$ cat config.mk
export PLATFORM = sky130hd
export DESIGN_NAME = fetch_unit
export DESIGN_NICKNAME = d
export VERILOG_FILES = /design/src/rtl/fetch_unit_pkg.sv /design/src/rtl/fetch_queue.sv /design/src/rtl/fetch_unit.sv
export SDC_FILE = /design/constraint.sdc
export NUM_CORES = 1
export LEC_CHECK = 0
export ABC_CLOCK_PERIOD_IN_PS = 4000
export CORE_ASPECT_RATIO = 1.25
export CORE_MARGIN = 2
export CORE_UTILIZATION = 45
export CTS_CLUSTER_DIAMETER = 50
export DETAILED_ROUTE_END_ITERATION = 8
export PLACE_DENSITY = 0.77
export SLEW_MARGIN = 20
export SYNTH_ARGS = -nofsm -noshare
export SYNTH_HDL_FRONTEND = slang
export SYNTH_SLANG_ARGS = --single-unit
$ cat constraint.sdc
create_clock -name clock -period 4 [get_ports clock]
set_input_delay 0.6 -clock clock [delete_from_list [all_inputs] [get_ports clock]]
set_output_delay 0.6 -clock clock [all_outputs]
set_load 0.005 [all_outputs]
$ cat src/rtl/fetch_unit_pkg.sv
// Shared definitions for the instruction-fetch stage: default widths, opcode constants and FSM encoding.
package fetch_unit_pkg;

  localparam int ADDR_W_DEF = 12;

  localparam logic [4:0] OP_BNE = 5'b00010;
  localparam logic [4:0] OP_BLT = 5'b00110;

  typedef enum logic [1:0] {
    ST_BOOT = 2'd0,
    ST_RUN  = 2'd1,
    ST_FULL = 2'd2
  } fetch_state_t;

endpackage

$ cat src/rtl/fetch_queue.sv
// Prefetch FIFO between instruction memory and decode; synchronous write, flush clears all entries.
// Pointers carry one extra bit so occupancy (wptr - rptr) distinguishes full from empty.
module fetch_queue #(
  parameter int DEPTH = 2,
  parameter int W     = 44
) (
  input  logic                     i_clk,
  input  logic                     i_rst_n,
  input  logic                     i_flush,
  input  logic                     i_push,
  input  logic [W-1:0]             i_push_data,
  input  logic                     i_pop,
  output logic                     o_valid,
  output logic [W-1:0]             o_head,
  output logic [$clog2(DEPTH):0]   o_count
);

  localparam int PW = $clog2(DEPTH);

  logic [PW:0]   r_wptr;
  logic [PW:0]   r_rptr;
  logic [W-1:0]  r_mem [DEPTH];
  logic [PW:0]   w_count;

  assign w_count = r_wptr - r_rptr;
  assign o_count = w_count;
  assign o_valid = (w_count != '0);
  // Head reads as zero when empty so outputs are clean straight out of reset.
  assign o_head  = o_valid ? r_mem[r_rptr[PW-1:0]] : '0;

  always_ff @(posedge i_clk or negedge i_rst_n) begin
    if (!i_rst_n) begin
      r_wptr <= '0;
      r_rptr <= '0;
    end else if (i_flush) begin
      r_wptr <= '0;
      r_rptr <= '0;
    end else begin
      if (i_push) r_wptr <= r_wptr + 1'b1;
      if (i_pop)  r_rptr <= r_rptr + 1'b1;
    end
  end

  always_ff @(posedge i_clk) begin
    if (i_push && !i_flush) r_mem[r_wptr[PW-1:0]] <= i_push_data;
  end

endmodule

$ cat src/rtl/fetch_unit.sv
// Instruction-fetch stage: owns the PC, issues imem reads, queues returned words and applies redirects.
// Decode handshake: the head moves only when inst_valid & inst_ready; otherwise data/pc hold stable.
module fetch_unit
  import fetch_unit_pkg::*;
#(
  parameter int                ADDR_W   = ADDR_W_DEF,
  parameter int                DEPTH    = 2,
  parameter logic [ADDR_W-1:0] RESET_PC = '0
) (
  input  logic              clock,
  input  logic              reset,
  output logic              imem_en,
  output logic [ADDR_W-1:0] imem_addr,
  input  logic [31:0]       imem_data,
  output logic              inst_valid,
  input  logic              inst_ready,
  output logic [31:0]       inst_data,
  output logic [ADDR_W-1:0] inst_pc,
  input  logic              redirect_valid,
  input  logic              redirect_is_rel,
  input  logic [ADDR_W-1:0] redirect_pc,
  input  logic [31:0]       redirect_imm,
  output fetch_state_t      dbg_state
);

  localparam int CW = $clog2(DEPTH) + 1;

  fetch_state_t        r_state;
  fetch_state_t        w_state_nx;
  logic [ADDR_W-1:0]   r_pc;
  logic [ADDR_W-1:0]   w_pc_nx;
  logic [ADDR_W-1:0]   r_req_pc;
  logic [ADDR_W-1:0]   w_target;
  logic                r_pend;
  logic                r_drop;
  logic                w_inflight;
  logic                w_pop;
  logic                w_push;
  logic                w_en;
  logic                w_slot_free;
  logic [CW-1:0]       w_count;
  logic [CW:0]         w_need;
  logic [31+ADDR_W:0]  w_head;
  logic                w_unused;

  assign w_unused = ^redirect_imm[31:ADDR_W];

  assign w_target = redirect_is_rel ? (redirect_pc + ADDR_W'(1) + redirect_imm[ADDR_W-1:0])
                                    : redirect_imm[ADDR_W-1:0];

  // A response whose request was issued in a redirect cycle belongs to the old path.
  assign w_inflight  = r_pend & ~r_drop;
  assign w_pop       = inst_valid & inst_ready;
  assign w_push      = w_inflight & ~redirect_valid;
  assign w_need      = {1'b0, w_count} + (CW+1)'(w_inflight) - (CW+1)'(w_pop);
  assign w_slot_free = (w_need < (CW+1)'(DEPTH));

  always_comb begin
    w_state_nx = r_state;
    w_pc_nx    = r_pc;
    w_en       = 1'b0;
    case (r_state)
      ST_BOOT: w_state_nx = ST_RUN;
      ST_RUN: begin
        if (w_slot_free) begin
          w_en    = 1'b1;
          w_pc_nx = r_pc + ADDR_W'(1);
        end else begin
          w_state_nx = ST_FULL;
        end
      end
      ST_FULL: if (w_slot_free) w_state_nx = ST_RUN;
      default: w_state_nx = ST_BOOT;
    endcase
    if (redirect_valid) begin
      w_state_nx = ST_RUN;
      w_pc_nx    = w_target;
    end
  end

  always_ff @(posedge clock or negedge reset) begin
    if (!reset) begin
      r_state  <= ST_BOOT;
      r_pc     <= RESET_PC;
      r_req_pc <= '0;
      r_pend   <= 1'b0;
      r_drop   <= 1'b0;
    end else begin
      r_state <= w_state_nx;
      r_pc    <= w_pc_nx;
      r_pend  <= w_en;
      r_drop  <= redirect_valid & w_en;
      if (w_en) r_req_pc <= r_pc;
    end
  end

  fetch_queue #(
    .DEPTH (DEPTH),
    .W     (32 + ADDR_W)
  ) u_queue (
    .i_clk       (clock),
    .i_rst_n     (reset),
    .i_flush     (redirect_valid),
    .i_push      (w_push),
    .i_push_data ({imem_data, r_req_pc}),
    .i_pop       (w_pop),
    .o_valid     (inst_valid),
    .o_head      (w_head),
    .o_count     (w_count)
  );

  assign imem_en   = w_en;
  assign imem_addr = w_en ? r_pc : '0;
  assign inst_data = w_head[ADDR_W +: 32];
  assign inst_pc   = w_head[ADDR_W-1:0];
  assign dbg_state = r_state;

endmodule
==> impl_metrics.env, run 1 <==
export IMPL_clock_latency_ns=0.40
export IMPL_placed_cell_area_um2=7030
export IMPL_async_set_reset_flop_share_out_of_synthesis_pct=26.7
export IMPL_global_route_usage_total_pct=18.0
export IMPL_fin_tns_setup_ns=0
export IMPL_clock_root_buffer="clkbuf_16"
export IMPL_reg2regPathDepth=14
export IMPL_synth_seq_area_share_pct=61.5
export IMPL_vias_per_cell=5.14
export IMPL_cts_sinks=120
export IMPL_worst_ep_required_time_ns=3.40
export IMPL_max_stage_delay_cell_worst_path="fa_2"
export IMPL_finish_utilization_pct=63.2
export IMPL_finalWirelength_um=11600
export IMPL_drt_first_iter_violations=153
export IMPL_yosys_warnings=0
export IMPL_clk_pin_slew_worst_paths_ns=0.05
export IMPL_detailedRoute_firstPassIterationCount=4
export IMPL_num_rows=45
export IMPL_synth_distinct_cells=53
export IMPL_cp_top_family="adder cells"
export IMPL_ys_flop_type="edfxtp_1"
export IMPL_cts_tree="built"
export IMPL_crit_fanout=4
export IMPL_synth_seq_cells=120
export IMPL_grt_first_pass_wirelength_um=18800
export IMPL_syn_inst=429
export IMPL_syn_mean_instance_area_um2=13.0
export IMPL_gp_routability_congestion=0.875
export IMPL_cell_type_with_the_largest_total_area_after_synthesis="edfxtp_1"
export IMPL_grt_setup_unrepaired="no"
export IMPL_r2r_slack_ns=0.69
export IMPL_setup_viol=0
export IMPL_clock_path_buffers=2
export IMPL_skew_ns=0.00525
export IMPL_synth_fp_nets=526
export IMPL_drive_above_1_share_pct=12.4
export IMPL_synth_top_area_share_pct=47.2
export IMPL_max_clock_freq_ghz=0.259
export IMPL_port_buffers=120
export IMPL_end_point_of_the_critical_path="imem_en"
export IMPL_timing_critical_path_from="u_queue.r_wptr[0]"
export IMPL_die_area_um2=13300
export IMPL_clock_tree_htree_level_count=4
export IMPL_report_final_hold_viol_count=0
export IMPL_stage_delay_of_the_slowest_cell_on_the_critical_path_ns=0.59
export IMPL_startpoint_type="flop"
export IMPL_num_antenna_cells=0
export IMPL_timing_final_max_slew_violations=0
export IMPL_netlist_top_cells_area="edfxtp_1 (47%), dfrtp_1 (14%), mux2i_1 (9.5%)"
export IMPL_finalInstanceArea_um2=7690
export IMPL_worst_path_most_repeated_cell="and2_4"
export IMPL_post_dp_hpwl_um=7880
export IMPL_post_placement_setup_slack_ns=-0.0308
export IMPL_power_density_nw_per_um2=826
export IMPL_grt_max_degree=47
export IMPL_cp_buffers_inverters=5
export IMPL_launch_point_of_the_worst_hold_path="r_req_pc[11]"
export IMPL_finalWorstPathRequiredPeriod_ns=3.86
export IMPL_number_of_enable_flip_flop_cells_after_synthesis=88
export IMPL_io_pin_count=141
export IMPL_fillerInstances=982
export IMPL_timing_max_slew_rel_slack_pct=46.7
export IMPL_grt_overflow=0
export IMPL_cts_inserted_buffers=17
export IMPL_min_period_over_period_pct=96.6
export IMPL_core_area_um2=12200
export IMPL_chipWidth_um=104
export IMPL_tightest_slew_ns=0.796
export IMPL_holdCritPathClass="reg2reg"
export IMPL_nets=664
export IMPL_postLayoutSetupSlackWorst_ns=0.136
export IMPL_max_cap_violations=0
export IMPL_ant_nets=0
export IMPL_detail_route_drc_violations=0
export IMPL_chipHeight_um=129
export IMPL_run_status="complete, no violations"
export IMPL_power_leakage_uw=0.00291
export IMPL_antenna_found_initial=0
export IMPL_critPathKind="reg2out"
export IMPL_endpoint_kind="primary output"
export IMPL_path_cells="inv_2 > ha_4 > and2_4 > inv_1 > and2_4 > ha_1 > nand2b_1 > fa_2 > nand3_4 > clkinv_4 > buf_4 > clkdlybuf4s50_1"
export IMPL_synthesis_area_um2=5600
export IMPL_dr_total_vias=3826
export IMPL_wirelength_per_cell_um=15.6
export IMPL_floorplan_initialDensity_pct=46.0
export IMPL_critical_path_arrival_ns=3.26
export IMPL_vdd_drop_max_mv=0.532
export IMPL_crit_cells=12
export IMPL_worst_r2r_endpoint="r_pc[10]"
export IMPL_area_growth_pct=37.4
export IMPL_reg2reg_from="u_queue.r_wptr[0]"
export IMPL_via_count_of_the_first_global_routing_pass=3931
==> report_power, final <==
part | leakage (uW) | internal (uW) | switching [uW]
registers | 0.00119 | 1670 | 148
clock network | 0.000288 | 932 | 551
logic | 0.00143 | 1610 | 1440
total | 0.00291 | 4210 | 2140
==> synth_stat cells (all sizes together), types with 3 or more instances <==
cell type	instances
nand2	16
buf	10
mux2i	53
nand2b	3
xor2	8
o21ai	11
inv	8
nor3	3
nand3b	3
o21a	4
clkbuf	8
a211oi	3
or2	3
a21o	12
dfrtp	32
a21oi	13
xnor2	15
nor2	58
nor3b	3
ha	14
nand4	7
and2	18
nor2b	5
nand3	5
edfxtp	88
a31oi	3
==> worst reg2reg max path, delay by kind of cell, from the launching register on <==
kind | cells | cell delay [ns]
adders and majority gates | 3 | 1.12
and+or+nand+nor | 5 | 0.92
buffers and inverters | 4 | 0.50
DFF | 1 | 0.36
xor gates and xnor gates | 1 | 0.18
AOI/OAI and AO/OA | 1 | 0.10
==> sequential cells by signal, summed over array words and instances (netlist names) <==
name and count:
u_queue.r_rptr 2, r_req_pc 12, u_queue.r_wptr 2, dbg_state 2, u_queue.r_mem 88, r_drop 1
r_pc 12, r_pend 1
==> repair_timing <==
action,in CTS,in global routing
pin swaps,2,0
endpoints found under the setup margin,13,1
resized for setup,24,1
buffers inserted,2,1
hold buffers,0,0
gates cloned,2,0
==> through the flow <==
stage | total power (uW) | std cells | hold WS, ns
6_report | 6350 | 744 | 0.483
5_1_grt | 6750 | 744 | 0.500
4_1_cts | 6390 | 743 | 0.484
3_5_place_dp | 4720 | 707 | 0.470
3_3_place_gp | 4650 | 707 | 0.457
2_1_floorplan | 3350 | 429 | 0.304
==> layout make-up <==
class | count | area [um2] | share of cell area [%]
timing repair inverter | 2 | 15.0 | 0.195
inverter | 8 | 37.5 | 0.488
clock buffer | 17 | 425 | 5.53
sequential | 120 | 3440 | 44.8
tap | 164 | 205 | 2.67
multi-input combinational | 283 | 2090 | 27.2
clock inverter | 15 | 169 | 2.20
timing repair buffer | 135 | 1300 | 16.9
==> layout by cell type, fill, tap and decap left out, types with 4 or more instances in the layout <==
cell	n
clkdlybuf4s50_1	108
edfxtp_1	88
nor2_1	58
mux2i_1	53
dfrtp_1	31
clkbuf_16	17
nand2_1	16
buf_4	15
xnor2_1	14
and2_1	13
a21oi_1	13
ha_1	13
a21o_1	12
dlygate4sd2_1	12
o21ai_0	10
xor2_1	8
nand4_1	7
inv_1	6
nor2b_1	5
and2_4	5
nand3_1	4
o21a_1	4
clkinv_4	4
inv_6	4
==> logic make-up (layout without fill, tap and decap cells) <==
family,Yosys count,count (layout),share of synthesized area [%]
AND/OR/NAND/NOR,131,131,11.8
flip-flops,120,120,61.5
AO/OA/AOI/OAI,57,57,6.80
multiplexers,55,55,9.88
buffers and inverters,26,177,1.99
XOR/XNOR,24,24,4.18
adder cells (fa/ha/maj),16,16,3.85
==> routing by layer <==
metal,part of all wire [%],GRT usage [%],wire [um],vias to the layer above
met4,2.3,8.35,262,0
met3,4.1,3.80,476,22
li1,-,-,-,1850
met5,0,0,0,-
met1,43,21.0,5000,1828
met2,51,32.3,5900,126
==> worst min path at each step <==
stage | to | slack (ns) | depth (start not counted)
floorplan | dbg_state[0] | 0.30 | 0
global placement | u_queue.r_mem[0][6] | 0.46 | 0
detailed placement | u_queue.r_mem[1][5] | 0.47 | 0
CTS | u_queue.r_mem[1][11] | 0.48 | 0
global route | u_queue.r_mem[1][6] | 0.50 | 0
finish | u_queue.r_mem[1][11] | 0.48 | 0
Note: power is estimated with default switching activity, not from simulation.
==> run 2, diff against run 1 <==
Settings changed: SLEW_MARGIN 20 to 40.
==> results of run 2 <==
No change in the layout: final DEF, timing and power equal those of run 1.
